[src/rtl/i2s_tx.sv]
// I2S transmitter: one-entry stereo buffer feeding a 32-slot serial frame.
// Ports: master_clk, rst (async low); bit_clk_en / sample_clk_en slot and frame
// strobes; sample_left/right/valid/ready handshake; bclk, lrclk, sdata to the
// DAC; underrun and frame_err one-cycle status pulses.
// Build option: define I2S_TX_LJ_EN for left-justified output instead of I2S.
module i2s_tx (
  input  logic        master_clk,
  input  logic        rst,
  input  logic        bit_clk_en,
  input  logic        sample_clk_en,
  input  logic [15:0] sample_left,
  input  logic [15:0] sample_right,
  input  logic        sample_valid,
  output logic        sample_ready,
  output logic        bclk,
  output logic        lrclk,
  output logic        sdata,
  output logic        underrun,
  output logic        frame_err
);

  typedef enum logic {
    IDLE,
    RUN
  } state_t;

  state_t      state;
  state_t      state_nx;
  logic        buf_full;
  logic [31:0] buf_word;
  logic [31:0] shift;
  logic [31:0] load_word;
  logic [4:0]  slot;
  logic [4:0]  slot_nx;
  logic [3:0]  phase;
  logic        accept;
  logic        advance;
  logic        lr_nx;
  logic        sd_nx;

  assign sample_ready = !buf_full;
  assign accept       = sample_valid && !buf_full;
  assign load_word    = buf_full ? buf_word : 32'd0;
  // frame starts always coincide with a slot strobe, so they advance too
  assign advance      = sample_clk_en ||
                        (state == RUN && bit_clk_en);

  always_ff @(posedge master_clk or negedge rst) begin
    if (!rst) state <= IDLE;
    else      state <= state_nx;
  end

  always_comb begin
    state_nx = state;
    slot_nx  = sample_clk_en ? 5'd0 : slot + 5'd1;
    lr_nx    = 1'b0;
    sd_nx    = 1'b0;
    unique case (state)
      IDLE:    if (sample_clk_en) state_nx = RUN;
      RUN:     state_nx = RUN;
      default: state_nx = IDLE;
    endcase
`ifdef I2S_TX_LJ_EN
    lr_nx = !slot_nx[4];
    sd_nx = sample_clk_en ? load_word[31] : shift[~slot_nx];
`else
    // one-bit delay: slot 0 replays bit 0 of the outgoing word,
    // which is still zero after leaving IDLE since reset clears it
    lr_nx = slot_nx[4];
    sd_nx = shift[5'd0 - slot_nx];
`endif
  end

  always_ff @(posedge master_clk or negedge rst) begin
    if (!rst) begin
      buf_full  <= 1'b0;
      buf_word  <= '0;
      shift     <= '0;
      slot      <= '0;
      phase     <= '0;
      bclk      <= 1'b0;
      lrclk     <= 1'b0;
      sdata     <= 1'b0;
      underrun  <= 1'b0;
      frame_err <= 1'b0;
    end else begin
      underrun  <= 1'b0;
      frame_err <= 1'b0;
      phase     <= bit_clk_en ? 4'd0 : phase + 4'd1;
      if (sample_clk_en) begin
        shift     <= load_word;
        underrun  <= !buf_full;
        frame_err <= (state == RUN) && (slot != 5'd31);
      end
      // a buffer drained by this frame start cannot also accept
      if (sample_clk_en && buf_full) begin
        buf_full <= 1'b0;
      end else if (accept) begin
        buf_full <= 1'b1;
        buf_word <= {sample_left, sample_right};
      end
      if (advance) begin
        slot  <= slot_nx;
        lrclk <= lr_nx;
        sdata <= sd_nx;
        bclk  <= 1'b0;
      end else if (state == RUN && phase == 4'd7) begin
        bclk <= 1'b1;
      end
    end
  end

endmodule

[config.mk]
export PLATFORM = sky130hd
export DESIGN_NAME = i2s_tx
export DESIGN_NICKNAME = d
export VERILOG_FILES = /design/src/rtl/i2s_tx.sv
export SDC_FILE = /design/constraint.sdc
export NUM_CORES = 1
export LEC_CHECK = 0
export CAP_MARGIN = 20
export CORE_ASPECT_RATIO = 0.6
export CORE_UTILIZATION = 25
export CTS_CLUSTER_DIAMETER = 50
export DETAILED_ROUTE_END_ITERATION = 6
export PLACE_DENSITY_LB_ADDON = 0.08
export SLEW_MARGIN = 20
export SYNTH_ARGS = -nofsm -noshare
export SYNTH_HDL_FRONTEND = slang
export SYNTH_SLANG_ARGS = --single-unit
[constraint.sdc]
create_clock -name master_clk -period 2.8 [get_ports master_clk]
set_input_delay 0.56 -clock master_clk [delete_from_list [all_inputs] [get_ports master_clk]]
set_output_delay 0.56 -clock master_clk [all_outputs]
set_load 0.02 [all_outputs]
Word-level counts from Yosys, hierarchy flattened --
Index checks and enable logic that the tools add are counted.
Operators by class: $add $sub $neg 3, order comparisons 1, equality and inequality tests 2, mux-type cells 13, bitwise gates (word level) 2, reduce and logical (&&, ||, !) cells 10
Operator list (number):
- two-way mux 32 bit | 1
- two-way mux 1 bit | 8
- less-than comparator 5 x 6 -> 1 bit (second input constant) | 1
- adder 5 x 1 -> 5 bit (second input constant) | 1
- binary-select mux 1 bit (select 5 bit) | 1
- logical AND 1 bit | 5
- two-way mux 5 bit | 1
- != test 5 bit (second input constant) | 1
- subtractor 1 x 5 -> 5 bit (first input constant) | 1
- adder 4 x 1 -> 4 bit (second input constant) | 1
- == test 4 x 3 -> 1 bit (second input constant) | 1
- two-way mux 4 bit | 1
- nonzero test 2 bit | 2
- NOT 1 bit | 2
- case mux 1 bit (2 select lines) | 1
- AND reduction 2 bit | 1
- logical NOT 1 bit | 1
- logical OR 1 bit | 1
Word-level totals: register bits after elaboration 80, input bits 37

Longest topological paths before layout --
depth after elaboration 5, depth in mapped cells 11, mapped depth without buffers 9

Least setup slack after synthesis --
Ideal clock, no wire load.
path type input -> register, from input sample_clk_en, to register sdata, setup time 0.128 ns, data arrival time 2.420 ns, data required time 2.672 ns, slack 0.253 ns, stages on the path 9, buffers on the path 2, path through buf_2 -> nor2_4 -> inv_1 -> ha_1 -> buf_1 -> mux4_1 -> mux2_4 -> o32ai_1 -> o21ai_1
Between the ends: cells in the longest elaborated chain, start to end 4, elaborated cells on any way between the ends 5, those cells by class add/sub (1); mux (3); reduce/logical (1)
RTL lines:
- start, declared | RTL line 10 | input logic sample_clk_en,
- two-way mux 5 bit | RTL line 55 | slot_nx = sample_clk_en ? 5'd0 : slot + 5'd1;
- subtractor 1 x 5 -> 5 bit | RTL line 70 | sd_nx = shift[5'd0 - slot_nx];
- binary-select mux 1 bit (select 5 bit) | RTL line 70
- two-way mux 1 bit (not written as such) | RTL line 70
- end signal, assigned | RTL line 105 | sdata <= sd_nx;
- end, declared | RTL line 17 | output logic sdata,
Several ways; a longest one is shown, not always the timed one. The select of a mux whose other input is x is not followed. A chain may end at the register's enable or synchronous reset.

Final worst setup path --
Same ends and word-level chain as after synthesis.

==> qor.yml <==
outcome:
  status: "finished, final reports clean"
placed_design:
  hpwl_mm: 4.91
  place.gp.congestion: 0.778
  pre_cts_ws_ps: 29.2
  port_buffers: 42
  place_area_um2: 4120
synth:
  yosys.area_share.xor_xnor_pct: 2.72
  ys_warn_count: 0
  synth_fa_ha_area_share_pct: 1.47
  ys_types: 41
  ys.flop_type: "dfrtp_1"
  synthesis.area_um2: 3400
  synth_nets: 290
  muxShareOfSynthArea_pct: 17.6
  yosys.cell_count.top_type: "dfrtp_1"
  yosys.area.top_type_share_pct: 58.1
  yosysTopAreaCell: "dfrtp_1"
  synthSimpleGateAreaFrac_pct: 6.40
  ys_ff_latch: 79
  ys_top_cells_by_area: "dfrtp_1, mux2_2, a22o_1"
  postSynth.asyncResetShare_pct: 100
  avgSynthCellArea_um2: 13.7
  synth.top_cells.by_count: "dfrtp_1, mux2_2, a22o_1, nand2_1, clkbuf_1"
  synth-edff-count: 0
  synth_top_family_by_area: "multiplexers"
  synth_compound_area_share_pct: 10.8
  syn_inst: 249
  synth.yosys.seq_area_share_pct: 58.1
sta:
  drv_slew: 0
  finalCritPeriodShare_pct: 86.1
  finalSetupViolCount: 0
  relSlewSlack_pct: 67.7
  fin_setup_tns_ps: 0
  setup_slack_ps: 388
  skew_ps: 6.32
  finalHoldViolCount: 0
  clock.fmax_mhz: 415
  final.min_clock_period_ps: 2410
  rsz0062_at_grt: "false"
  worst_pin_slew_ps: 482
floorplanning:
  dieWidth_um: 153
  initial_core_util_pct: 26.1
  row_count: 32
  die_y_um: 92.4
  core_um2: 13100
  die_area_um2: 14100
  num_io_pins: 43
global_routing:
  antenna_found_initial: 0
  grt_pass1_vias: 2293
  overflow: 0
  gr-usage-all-layers_pct: 11.6
  grt_max_degree: 80
  grt_pass1_wl_mm: 12.6
clock_tree:
  ctsHtreeMaxLevel: 3
  cts_max_path_buffers: 2
  postCtsHoldBufs: 0
  cts_sinks: 79
  cts_setup_buffers: 0
  cts_resized: 0
  numCtsBuffers: 9
  clock-root-buffer: "clkbuf_16"
  clk_pin_slew_worst_paths_ps: 60
  clk_latency_ps: 330
  cts_tree: "done"
worst_setup_path:
  end_kind: "flop"
  r2r_end: "sdata"
  cp-start-kind: "input port"
  max_stage_delay_ps: 500
  rr_startpoint: "slot[1]"
  cp.arrival_ps: 2620
  worstSetupPathType: "input port to flop"
  critPathRequiredTime_ps: 3010
  path_cells: "clkdlybuf4s50_1 -> nor2_4 -> inv_1 -> ha_1 -> buf_4 -> mux4_1 -> o31ai_1 -> nor3b_1 -> o32ai_1 -> o21ai_1"
  r2r_setup_slack_ps: 460
  reg2regPathDepth: 9
  critPathTopFamily: "buffers and inverters"
  path_max_fanout: 4
  crit_slowest_cell: "clkdlybuf4s50_1"
  path_buf_inv: 3
run:
  cap_violations: 0
power:
  ir_drop_mv: 0.242
  power.density_nw_per_um2: 727
  leakage_uw: 0.00192
detailed_routing:
  vias_per_cell: 4.46
  vias: 2131
  wirelength_mm: 7.42
  dr.pass1.iters: 6
  drtAntennaViolNets: 0
  routedWlPerCell_um: 15.5
  drtIter0Drc: 116
  route.detailed.drc: 0
finish:
  fin_area_um2: 4430
  nets: 344
  diodes: 0
  drive_above_1_share_pct: 24.0
  syn_to_final_growth_pct: 30.3
  final_core_utilization_pct: 34.0
  fillCellCount: 1291
min_path:
  min_path_type: "input port to asynchronous set/reset pin"
worst reg2reg max path, delay by kind of cell, from the launching register on:
family | cells | cell delay [ps]
adders and majority gates | 2 | 530
xor gates and xnor gates | 1 | 370
AOI/OAI and AO/OA | 2 | 350
and+or+nand+nor | 3 | 380
buffers and inverters | 1 | 170
DFF | 1 | 410
worst max path at each step:
| stage | slack, ps | cells past startpoint | endpoint | start |
|---|---|---|---|---|
| 2_1_floorplan | 250 | 9 | sdata | sample_clk_en |
| 3_3_place_gp | 70 | 10 | sdata | sample_clk_en |
| 3_5_place_dp | 30 | 10 | sdata | sample_clk_en |
| 4_1_cts | 370 | 10 | sdata | sample_clk_en |
| 5_1_grt | 220 | 10 | sdata | sample_clk_en |
| 6_report | 390 | 10 | sdata | sample_clk_en |
cells by family after synthesis:
| family | count (synthesis) |
|---|---|
| flops | 79 |
| compound gates | 48 |
| simple gates | 43 |
| mux | 42 |
| buf+inv | 25 |
| xor+xnor | 8 |
| fa+ha+maj | 4 |
where the power goes:
group | total [µW] | leakage [µW] | switching [µW] | internal [µW]
Sequential | 1470 | 0.000987 | 124 | 1340
Combinational | 550 | 0.000784 | 220 | 330
Clock | 1200 | 0.000153 | 461 | 743
cells in the final DEF, fill, tap and decap left out, types with 4 or more instances in the layout:
cell type / count
a21oi_1: 6
clkdlybuf4s50_1: 41
a22o_1: 28
mux4_1: 8
dfrtp_1: 79
nand2_1: 13
nor2_1: 10
xnor2_1: 4
buf_4: 15
mux2_2: 32
inv_1: 9
ha_1: 4
o21ai_0: 6
clkbuf_16: 9
through the flow:
step	hold slack [ps]	instances	total power (µW)
2_1_floorplan	264	249	1800
3_3_place_gp	450	462	2050
3_5_place_dp	454	462	2050
4_1_cts	264	478	3290
5_1_grt	282	478	3410
6_report	213	478	3220
state kept, by name, summed over array words and instances, names as in the netlist:
register,flops
buf_word,32
state,1
underrun,1
slot,4
lrclk,1
phase,4
frame_err,1
shift,32
buf_full,1
sdata,1
bclk,1
area by class of cell:
class | count | area, µm² | share of cell area [%]
clock inverter | 4 | 52.6 | 1.19
tap | 170 | 213 | 4.80
clock buffer | 12 | 256 | 5.79
inverter | 10 | 37.5 | 0.847
timing repair buffer | 58 | 563 | 12.7
multi-input combinational | 145 | 1330 | 30.1
sequential | 79 | 1980 | 44.6
metal layers:
| metal | vias to the layer above | wire length [µm] | global-route usage (%) |
|---|---|---|---|
| li1 | 1035 | - | - |
| met1 | 1047 | 4140 | 17.6 |
| met2 | 41 | 2890 | 15.3 |
| met3 | 8 | 315 | 3.88 |
| met4 | 0 | 73 | 3.54 |
| met5 | - | 0 | 0 |
No activity file was read; power rests on OpenSTA's default activity.
